==> config.mk <==
export PLATFORM = sky130hd
export DESIGN_NAME = regfile_dump_seq
export DESIGN_NICKNAME = d
export VERILOG_FILES = /design/src/rtl/regfile_dump_seq.sv
export SDC_FILE = /design/constraint.sdc
export NUM_CORES = 1
export LEC_CHECK = 0
export BUFFER_PORTS_ARGS = -buffer_cell sky130_fd_sc_hd__buf_2
export CORE_ASPECT_RATIO = 0.75
export CORE_MARGIN = 1.5
export CORE_UTILIZATION = 43
export CTS_BUF_LIST = sky130_fd_sc_hd__clkbuf_8
export DETAILED_ROUTE_END_ITERATION = 8
export PLACE_DENSITY = 0.69
export SLEW_MARGIN = 20
export SYNTH_ARGS = -nofsm -noshare
export SYNTH_HDL_FRONTEND = slang
export SYNTH_SLANG_ARGS = --single-unit
==> constraint.sdc <==
create_clock -name clk -period 2.53 [get_ports clk]
set_input_delay 0.253 -clock clk [delete_from_list [all_inputs] [get_ports clk]]
set_output_delay 0.253 -clock clk [all_outputs]
set_load 0.1 [all_outputs]
==> src/rtl/regfile_dump_seq.sv <==
`default_nettype none
// ============================================================================
// Module   : regfile_dump_seq
// Brief    : Debug sequencer that walks the register-file read mux over an
//            index range. For each register it streams an index byte, then
//            the data bytes MSB first, over a valid/ready byte link to UART TX.
// Revision : 1.0 - initial release
// ============================================================================
module regfile_dump_seq #(
  // Register word width; legal values are 8, 16, 24 and 32.
  parameter int WIDTH = 32
) (
  input  logic             clk,
  input  logic             reset,
  input  logic             start,
  input  logic [4:0]       first_reg,
  input  logic [4:0]       last_reg,
  output logic [4:0]       rf_select,
  input  logic [WIDTH-1:0] rf_data,
  output logic [7:0]       tx_data,
  output logic             tx_valid,
  input  logic             tx_ready,
  output logic             busy,
  output logic             done
);

  localparam int         NBYTES    = WIDTH / 8;
  // Two bits cover the byte counter for up to four data bytes.
  localparam logic [1:0] BCNT_LAST = 2'(NBYTES - 1);

  typedef enum logic [2:0] {
    ST_IDLE      = 3'd0,
    ST_LOAD      = 3'd1,
    ST_SEND_IDX  = 3'd2,
    ST_SEND_DATA = 3'd3,
    ST_DONE      = 3'd4
  } state_t;

  state_t           state;
  logic [4:0]       idx;
  logic [4:0]       last;
  logic [1:0]       bcnt;
  logic [WIDTH-1:0] sh;

  logic [WIDTH-1:0] sh_next;
  logic [4:0]       idx_next;
  logic             handshake;

  // The byte that follows the current one, and the next index (wraps 31->0).
  assign sh_next   = sh << 8;
  assign idx_next  = idx + 5'd1;
  assign handshake = tx_valid & tx_ready;

  // Sequencer: state and every output are registered together here, so the
  // outputs change only on a state transition or an accepted byte.
  always_ff @(posedge clk) begin
    if (reset) begin
      state     <= ST_IDLE;
      idx       <= 5'd0;
      last      <= 5'd0;
      bcnt      <= 2'd0;
      sh        <= '0;
      rf_select <= 5'd0;
      tx_data   <= 8'd0;
      tx_valid  <= 1'b0;
      busy      <= 1'b0;
      done      <= 1'b0;
    end else begin
      case (state)
        ST_IDLE: begin
          if (start) begin
            idx       <= first_reg;
            last      <= last_reg;
            rf_select <= first_reg;
            busy      <= 1'b1;
            state     <= ST_LOAD;
          end
        end

        ST_LOAD: begin
          // The mux has had the whole cycle to settle on rf_select.
          sh       <= rf_data;
          tx_valid <= 1'b1;
          tx_data  <= {3'b000, idx};
          state    <= ST_SEND_IDX;
        end

        ST_SEND_IDX: begin
          if (handshake) begin
            bcnt    <= BCNT_LAST;
            tx_data <= sh[WIDTH-1 -: 8];
            state   <= ST_SEND_DATA;
          end
        end

        ST_SEND_DATA: begin
          if (handshake) begin
            sh <= sh_next;
            if (bcnt != 2'd0) begin
              bcnt    <= bcnt - 2'd1;
              tx_data <= sh_next[WIDTH-1 -: 8];
            end else if (idx == last) begin
              tx_valid  <= 1'b0;
              tx_data   <= 8'd0;
              rf_select <= 5'd0;
              busy      <= 1'b0;
              done      <= 1'b1;
              state     <= ST_DONE;
            end else begin
              idx       <= idx_next;
              rf_select <= idx_next;
              tx_valid  <= 1'b0;
              tx_data   <= 8'd0;
              state     <= ST_LOAD;
            end
          end
        end

        ST_DONE: begin
          done  <= 1'b0;
          state <= ST_IDLE;
        end

        default: begin
          state <= ST_IDLE;
        end
      endcase
    end
  end

endmodule
`default_nettype wire

==> run metrics, run 1 <==
total wire length=7326 microns; total clock sinks=63; leak pwr=1.373 nW; drt pass-1 iters=4; # hold bufs at CTS=0; initial core utilization=0.4453; root buf cell=clkbuf_8; synth top area cells=dfxtp_1 (42%), nand2_1 (9.2%), a311oi_1 (7.8%), nor2_1 (6.7%), a22oi_1 (2.7%); wire length of the first global-routing pass=11,900 microns; Slew HR=0.4418; Post-Synthesis Cell Area=0.003028 sq mm; RSZ-0062 raised after global routing=no; I/O pin cnt=62; Max VDD drop=0.0003174 V; Synth top area share=0.4165; CTS tree=done; ys async rst share=0; Synth Warn #=0; # setup viols final=0; FMAX=493.8 MHz; sw frac=0.3237; average size of a mapped cell=8.118 sq um; post-synth top area cell=dfxtp_1; vias in the first global route=2,511; Ant. Diodes=0; Die ar.=0.007559 sq mm; net load switching power=0.8027 mW; Die H=75.67 microns; clock latency on the worst-skew pair=340 ps; register with the most flip-flops=sh; CP required=2780 ps; GPL Wtd Cong=0.7781; initial antenna violation count=0; Gate power share=0.196; measured slew at the worst slew-check pin=837.3 ps; fin crit period=2025 ps; CORE AREA=0.006799 sq mm; RR Endpoint=sh[18]$_SDFFE_PP0P_; layout cell share with drive strength beyond 1=0.2170; critical path capture point=sh[18]$_SDFFE_PP0P_; Port Buffers=61; CP Data Arrival Time=2270 ps; total track usage=0.2042; sequential share of power=0.457; Area Overhead vs Synth=16.61%; Reg-to-Reg Start=state[1]$_SDFFE_PP0P_; total power draw=2.480 mW; Seq/Total Area, Yosys=0.4165; crit path kind=flop to flop; Post-CTS Setup Repair Bufs=0; Slew Viols, Final=0; Min-Delay Path Class=input port to flop; clk slew on worst S/H paths=70 ps; CTS max path bufs=2; H-tree depth=3; largest net degree at the start of global routing=49; Layout Nets=467; FF-to-FF path depth=4; Worst setup SP type=flop; fillers=674; post-synthesis register bit count=63; status=finished clean; clock network power share=0.347; cell internal pwr=1.677 mW; Top FF cell, synth=dfxtp_1; DRT iter0 DRCs=111; cts repair resizes=0; CTS buffer count=9; Top Registers=sh (32), tx_data (8); Register Area=0.001261 sq mm; drt drc=0; CP Capture Type=flop; DR WL/cell=14.42 microns; max reg flops=32; CP Launch Point=state[1]$_SDFFE_PP0P_; Rows=26; period utilisation layout=0.8004; area taken by multi-input logic gates=0.001598 sq mm; EDFF count, synth=0; Gate Count Post-Synth=373; R2R Setup Slk=500 ps; max-cap violation count=0; Power per Cell Area=702.3 mW/mm^2; setup TNS=0 ps; via count=2,736; detailed-placement wirelength estimate=5103 microns; Yosys cell types=44; Detail Route Antenna Nets=0; clock skew=5.451 ps; Synth Net Count=421; Vias/cell=5.386; Max Fanout on Critical Path=22; residual overflow from global routing=0; Die X=99.90 microns; final hold violations=0
## cell usage after synthesis, types with 2 or more instances
library cell	count
a211oi_1	2
a21o_1	2
a21oi_1	16
a22oi_1	11
a311o_1	5
a311oi_1	27
and2_1	2
buf_2	15
buf_6	2
clkbuf_1	13
dfxtp_1	63
ha_1	2
inv_1	7
mux2_2	2
nand2_1	74
nand2b_1	8
nand3_1	7
nand3b_1	10
nor2_1	54
nor3_1	4
nor4_1	2
o211ai_1	3
o21a_1	3
o21ai_0	5
o22ai_1	7
or3_1	3
xnor2_1	7
## final cells by class
type	instances	share of cell area
multi-input cells	272	0.4525
flip-flops and latches	63	0.3572
repair buffers	66	0.09709
clock buffers	9	0.03508
well taps	84	0.02977
clock inverters	7	0.02091
inverters	7	0.007442
## cells in the final DEF (no fill, tap or decap), types with 3 or more instances in the layout
cell / count
buf_4: 5
buf_2: 61
o21ai_0: 5
nor3_1: 4
or3_1: 3
a311oi_1: 27
o22ai_1: 7
dfxtp_1: 63
a22oi_1: 11
inv_1: 7
nor2_1: 54
o211ai_1: 3
a21oi_1: 15
nand3_1: 7
o21a_1: 3
a311o_1: 5
nand3b_1: 10
nand2b_1: 8
clkbuf_8: 9
clkinvlp_4: 4
nand2_1: 74
xnor2_1: 7
## worst min path at each step
| stage | from | to | slack [ps] | depth (start not counted) |
|---|---|---|---|---|
| after CTS | rf_data[2] | sh[2]$_SDFFE_PP0P_ | 130 | 3 |
| after floorplan | last_reg[0] | last[0]$_SDFFE_PP0P_ | 390 | 2 |
| final | last_reg[4] | last[4]$_SDFFE_PP0P_ | 140 | 3 |
| after global placement | tx_data[3]$_SDFFE_PP0P_ | tx_data[3]$_SDFFE_PP0P_ | 440 | 2 |
| after detailed placement | tx_data[0]$_SDFFE_PP0P_ | tx_data[0]$_SDFFE_PP0P_ | 440 | 2 |
| after global routing | last_reg[4] | last[4]$_SDFFE_PP0P_ | 140 | 3 |
## cells by family (layout without fill, tap and decap cells)
| kind of cell | after synthesis | in the layout | synth area share |
|---|---|---|---|
| buffers and inverters | 38 | 89 | 0.05951 |
| multiplexers | 3 | 3 | 0.01074 |
| flip-flops | 63 | 63 | 0.4165 |
| AND/OR/NAND/NOR | 172 | 172 | 0.2620 |
| AO/OA/AOI/OAI | 87 | 87 | 0.2198 |
| adder cells (fa/ha/maj) | 2 | 2 | 0.008263 |
| XOR/XNOR | 8 | 8 | 0.02314 |
## critical path, stage by stage (launching register included)
cell,delay [ps]
dfxtp_1,670
and3b_1,560
buf_4,350
nand2_1,80
a311oi_1,260
## layer usage
metal  routed length, microns  up-vias  GRT usage
met3                      328        6    0.05229
met2                     3261       64     0.3288
met4                       60        0    0.06729
met1                     3675     1252     0.2725
met5                        0        -          0
li1                         -     1414          -
## metrics by stage
stage	util	setup slack, ps	hold WS, ps	std cells	instance area (sq um)
2_1_floorplan	-	475.7	389.0	373	3028
3_3_place_gp	0.4902	637.5	440.9	492	3333
3_5_place_dp	0.4902	527.9	443.7	492	3333
4_1_cts	0.5193	497.1	125.2	508	3531
5_1_grt	0.5193	313.4	139.2	508	3531
6_report	0.5193	504.9	139.3	508	3531
## power groups by stage
stage	registers [mW]	logic (mW)	clock network, mW
2_1_floorplan	1.24	0.286	0
3_3_place_gp	1.15	0.472	0
3_5_place_dp	1.15	0.484	0
4_1_cts	1.13	0.485	0.883
5_1_grt	1.14	0.530	0.921
6_report	1.13	0.485	0.861
Note: power is estimated with default switching activity, not from simulation.
==> run 2, diff against run 1 <==
clock period = 2 ns   (was 2.53 ns; I/O delays follow)
==> run metrics, run 2 (synthesis results as in run 1) <==
final hold violations=0 (unchanged); crit path kind=flop to flop (unchanged); max-cap violation count=0 (unchanged); period utilisation layout=0.8925 (was 0.8004); CP Capture Type=flop (unchanged); Slew HR=0.6610 (was 0.4418); leading cell type in the layout, fill and taps excluded=nand2_1 (unchanged); Die H=75.67 microns (unchanged); Power per Cell Area=881.6 mW/mm^2 (was 702.3 mW/mm^2); Max VDD drop=0.0004099 V (was 0.0003174 V); cts repair resizes=0 (unchanged); DRT iter0 DRCs=127 (was 111); clock latency on the worst-skew pair=350 ps (was 340 ps); Ant. Diodes=0 (unchanged); Max Fanout on Critical Path=13 (was 22); total wire length=7456 microns (was 7326 microns); fin crit period=1785 ps (was 2025 ps); Rows=26 (unchanged); Worst setup SP type=flop (unchanged); wire length of the first global-routing pass=12,120 microns (was 11,900 microns); total track usage=0.2059 (was 0.2042); placed inst area=0.003405 sq mm (was 0.003333 sq mm); DR WL/cell=14.51 microns (was 14.42 microns); CTS tree=done (unchanged); Layout Nets=473 (was 467); status=finished clean (unchanged); Die X=99.90 microns (unchanged); initial antenna violation count=0 (unchanged); Vias/cell=5.496 (was 5.386); clk slew on worst S/H paths=70 ps (about the same); CP Launch Point=state[2]$_SDFFE_PP0P_ (was state[1]$_SDFFE_PP0P_); Die ar.=0.007559 sq mm (unchanged); # hold bufs at CTS=0 (unchanged); setup TNS=0 ps (unchanged); clock skew=5.939 ps (was 5.451 ps); most frequent cells in the layout=nand2_1 (74), dfxtp_1 (62), buf_2 (61), nor2_1 (54), a311oi_1 (27) (was nand2_1 (74), dfxtp_1 (63), buf_2 (61), nor2_1 (54), a311oi_1 (27)); area taken by multi-input logic gates=0.001598 sq mm (unchanged); drt pass-1 iters=4 (unchanged); Area Overhead vs Synth=19.01% (was 16.61%); root buf cell=clkbuf_8 (unchanged); DP Cell Count=498 (was 492); Register Area=0.001262 sq mm (was 0.001261 sq mm); initial core utilization=0.4453 (unchanged); via count=2,825 (was 2,736); Top Registers=sh (32), tx_data (8) (unchanged); total clock sinks=63 (unchanged); CORE AREA=0.006799 sq mm (unchanged); RSZ-0062 raised after global routing=no (unchanged); Non-Filler Instances=514 (was 508); Min-Delay Path Class=input port to flop (unchanged); Post-CTS Setup Repair Bufs=0 (unchanged); max reg flops=32 (unchanged); register with the most flip-flops=sh (unchanged); CTS buffer count=9 (unchanged); layout cell share with drive strength beyond 1=0.2279 (was 0.2170); CP required=2240 ps (was 2780 ps); Port Buffers=61 (unchanged); CTS max path bufs=2 (unchanged); measured slew at the worst slew-check pin=508.5 ps (was 837.3 ps); Worst Hold Launch=last_reg[2] (was last_reg[4]); residual overflow from global routing=0 (unchanged); largest net degree at the start of global routing=41 (was 49); leak pwr=1.420 nW (was 1.373 nW); vias in the first global route=2,497 (was 2,511); GPL Wtd Cong=0.8062 (was 0.7781); H-tree depth=3 (unchanged); I/O pin cnt=62 (unchanged); fillers=655 (was 674); # setup viols final=0 (unchanged); Slew Viols, Final=0 (unchanged); FMAX=560.2 MHz (was 493.8 MHz); CP Data Arrival Time=2030 ps (was 2270 ps); Final Instance Area=0.003603 sq mm (was 0.003531 sq mm); Reg-to-Reg Start=state[2]$_SDFFE_PP0P_ (was state[1]$_SDFFE_PP0P_); Detail Route Antenna Nets=0 (unchanged); detailed-placement wirelength estimate=5156 microns (was 5103 microns); drt drc=0 (unchanged)
## run 2: metrics by stage
stage          power, mW  hold WS [ps]  worst slack [ps]    util
2_1_floorplan      1.928         336.0             321.4       -
3_3_place_gp       2.081         433.8             334.8  0.5007
3_5_place_dp       2.089         446.1             306.4  0.5007
4_1_cts            3.210         62.23             231.3  0.5300
5_1_grt            3.322         74.82             149.8  0.5300
6_report           3.177         78.15             215.0  0.5300
## run 2: worst max-delay path, stage by stage, from the launching register on
cell	delay, ps
dfxtp_1	420
or4b_4	690
o21ai_4	170
nand2b_4	110
o32ai_1	290
## run 2: per-layer routing
metal  GRT usage  vias up  part of all wire
met3     0.05138       11             0.063
met4     0.09390        0             0.012
met1      0.2841     1305              0.50
met5           0        -                 0
met2      0.3076       79              0.43
li1            -     1430                 -
## run 2: path summary, 6_finish.rpt
check                                                to  slack (ps)  depth (start not counted)
worst max-delay path                idx[3]$_SDFFE_PP0P_         220                          4
worst max register to register      idx[3]$_SDFFE_PP0P_         220                          4
worst min register to register  tx_data[2]$_SDFFE_PP0P_         460                          2
worst min-delay path               last[2]$_SDFFE_PP0P_          80                          3
## run 2: layout make-up
cell class | count | area share
clock buffers | 10 | 0.03819
clock inverters | 6 | 0.01701
inverters | 7 | 0.007292
multi-input cells | 272 | 0.4434
flip-flops and latches | 63 | 0.3503
well taps | 84 | 0.02917
repair buffers | 72 | 0.1146
## run 2: power breakdown
part | switching (mW) | internal, mW
clock | 0.509 | 0.601
sequential | 0.0833 | 1.35
combinational | 0.417 | 0.214
==> run 3, diff against run 2 <==
==> constraint.sdc (replaced) <==
create_clock -name clk -period 2 [get_ports clk]
set_input_delay 0.2 -clock clk [delete_from_list [all_inputs] [get_ports clk]]
set_output_delay 0.2 -clock clk [all_outputs]
set_load 0.05 [all_outputs]
==> run metrics, run 3 (synthesis results as in run 1) <==
CORE AREA=0.006799 sq mm (unchanged); CP Capture Type=flop (unchanged); Layout Nets=474 (was 473); clock latency on the worst-skew pair=360 ps (was 350 ps); Power per Cell Area=839.4 mW/mm^2 (was 881.6 mW/mm^2); Top Registers=sh (32), tx_data (8) (unchanged); Post-CTS Setup Repair Bufs=0 (unchanged); vias in the first global route=2,498 (was 2,497); Ant. Diodes=0 (unchanged); # setup viols final=0 (unchanged); total wire length=7428 microns (was 7456 microns); DRT iter0 DRCs=141 (was 127); CP Launch Point=state[2]$_SDFFE_PP0P_ (unchanged); most frequent cells in the layout=nand2_1 (74), dfxtp_1 (63), buf_2 (61), nor2_1 (54), a311oi_1 (27) (was nand2_1 (74), dfxtp_1 (62), buf_2 (61), nor2_1 (54), a311oi_1 (27)); Die X=99.90 microns (unchanged); via count=2,801 (was 2,825); worst-path cell chain=or4b_4 > o21ai_4 > nor2_1 > a311oi_1 (was or4b_4 > o21ai_4 > nand2b_4 > o32ai_1); CP max stage delay=700 ps (was 690 ps); cts repair resizes=0 (unchanged); crit path kind=flop to flop (unchanged); total clock sinks=63 (unchanged); H-tree depth=3 (unchanged); Rows=26 (unchanged); CP Data Arrival Time=1990 ps (was 2030 ps); initial antenna violation count=0 (unchanged); Slew Viols, Final=0 (unchanged); I/O pin cnt=62 (unchanged); period utilisation layout=0.8667 (was 0.8925); Area Overhead vs Synth=18.68% (was 19.01%); RR Endpoint=rf_select[3]$_SDFFE_PP0P_ (was idx[3]$_SDFFE_PP0P_); final hold violations=0 (unchanged); Max VDD drop=0.0004501 V (was 0.0004099 V); GPL Wtd Cong=0.8137 (was 0.8062); FF-to-FF path depth=4 (unchanged); Slew HR=0.5780 (was 0.6610); Die ar.=0.007559 sq mm (unchanged); fillers=660 (was 655); detailed-placement wirelength estimate=5292 microns (was 5156 microns); Worst setup SP type=flop (unchanged); # hold bufs at CTS=0 (unchanged); Vias/cell=5.439 (was 5.496); Worst path slowest cell=or4b_4 (unchanged); max-cap violation count=0 (unchanged); Reg-to-Reg Start=state[2]$_SDFFE_PP0P_ (unchanged); CTS tree=done (unchanged); fin crit period=1733 ps (was 1785 ps); DP Cell Count=499 (was 498); setup TNS=0 ps (unchanged); status=finished clean (unchanged); Non-Filler Instances=515 (was 514); initial core utilization=0.4453 (unchanged); clock skew=6.740 ps (was 5.939 ps); Die H=75.67 microns (unchanged); total track usage=0.2092 (was 0.2059); critical path capture point=rf_select[3]$_SDFFE_PP0P_ (was idx[3]$_SDFFE_PP0P_); DR WL/cell=14.42 microns (was 14.51 microns); largest net degree at the start of global routing=49 (was 41); register with the most flip-flops=sh (unchanged); layout cell share with drive strength beyond 1=0.2297 (was 0.2279); CTS max path bufs=2 (unchanged); measured slew at the worst slew-check pin=630.7 ps (was 508.5 ps); drt pass-1 iters=5 (was 4); FMAX=576.9 MHz (was 560.2 MHz); root buf cell=clkbuf_8 (unchanged); drt drc=0 (unchanged); leak pwr=1.415 nW (was 1.420 nW); Max Fanout on Critical Path=13 (unchanged); CTS buffer count=9 (unchanged); clk slew on worst S/H paths=80 ps (was 70 ps); residual overflow from global routing=0 (unchanged); Detail Route Antenna Nets=0 (unchanged); R2R Setup Slk=270 ps (was 220 ps); Port Buffers=61 (unchanged); leading cell type in the layout, fill and taps excluded=nand2_1 (unchanged); wire length of the first global-routing pass=12,100 microns (was 12,120 microns); Min-Delay Path Class=input port to flop (unchanged); max reg flops=32 (unchanged); CP required=2260 ps (was 2240 ps); RSZ-0062 raised after global routing=no (unchanged)
==> run 3: how the worst min path moves through the flow <==
| stage | startpoint | to | slack [ps] | cells past startpoint |
|---|---|---|---|---|
| floorplan | last_reg[0] | last[0]$_SDFFE_PP0P_ | 340 | 2 |
| global placement | rf_data[3] | sh[3]$_SDFFE_PP0P_ | 430 | 3 |
| detailed placement | tx_data[4]$_SDFFE_PP0P_ | tx_data[4]$_SDFFE_PP0P_ | 440 | 2 |
| CTS | last_reg[4] | last[4]$_SDFFE_PP0P_ | 70 | 3 |
| global route | last_reg[2] | last[2]$_SDFFE_PP0P_ | 80 | 3 |
| finish | last_reg[4] | last[4]$_SDFFE_PP0P_ | 80 | 3 |
==> run 3: report_power, final <==
part	internal, mW	total, mW	leakage [nW]	switching, mW
combinational	0.217	0.572	0.814	0.355
sequential	1.35	1.43	0.516	0.0765
clock	0.461	1.02	0.0860	0.557
total	2.03	3.02	1.42	0.989
==> run 3: cell type report <==
type	count	area, sq um	share of cell area
multi-input combinational	272	1598	0.4446
sequential	63	1261	0.3510
timing repair buffer	73	420.4	0.1170
clock buffer	9	123.9	0.03447
tap	84	105.1	0.02925
clock inverter	7	58.81	0.01636
inverter	7	26.28	0.007312
==> run 3: worst max-delay path: cells and delay by family, from the launching register on <==
kind,cells,cell delay [ps]
AND/OR/NAND/NOR,2,780
AO/OA/AOI/OAI,2,440
flip-flops,1,420
==> run 3: stage by stage <==
stage | hold WS (ps) | power (mW) | setup WS (ps) | utilization | area (sq um)
floorplan | 336.0 | 1.856 | 309.8 | - | 3028
global placement | 433.5 | 2.012 | 332.8 | 0.5017 | 3411
detailed placement | 443.5 | 2.027 | 295.8 | 0.5017 | 3411
CTS | 67.16 | 3.037 | 275.1 | 0.5285 | 3593
global route | 76.88 | 3.179 | 146.6 | 0.5285 | 3593
finish | 79.94 | 3.016 | 266.6 | 0.5285 | 3593
==> run 3: routing by layer <==
metal	wire (microns)	vias up	global-route usage
met2	3176	91	0.3144
met3	524	6	0.07706
met4	80	0	0.06416
met1	3647	1271	0.2828
li1	-	1433	-
met5	0	-	0
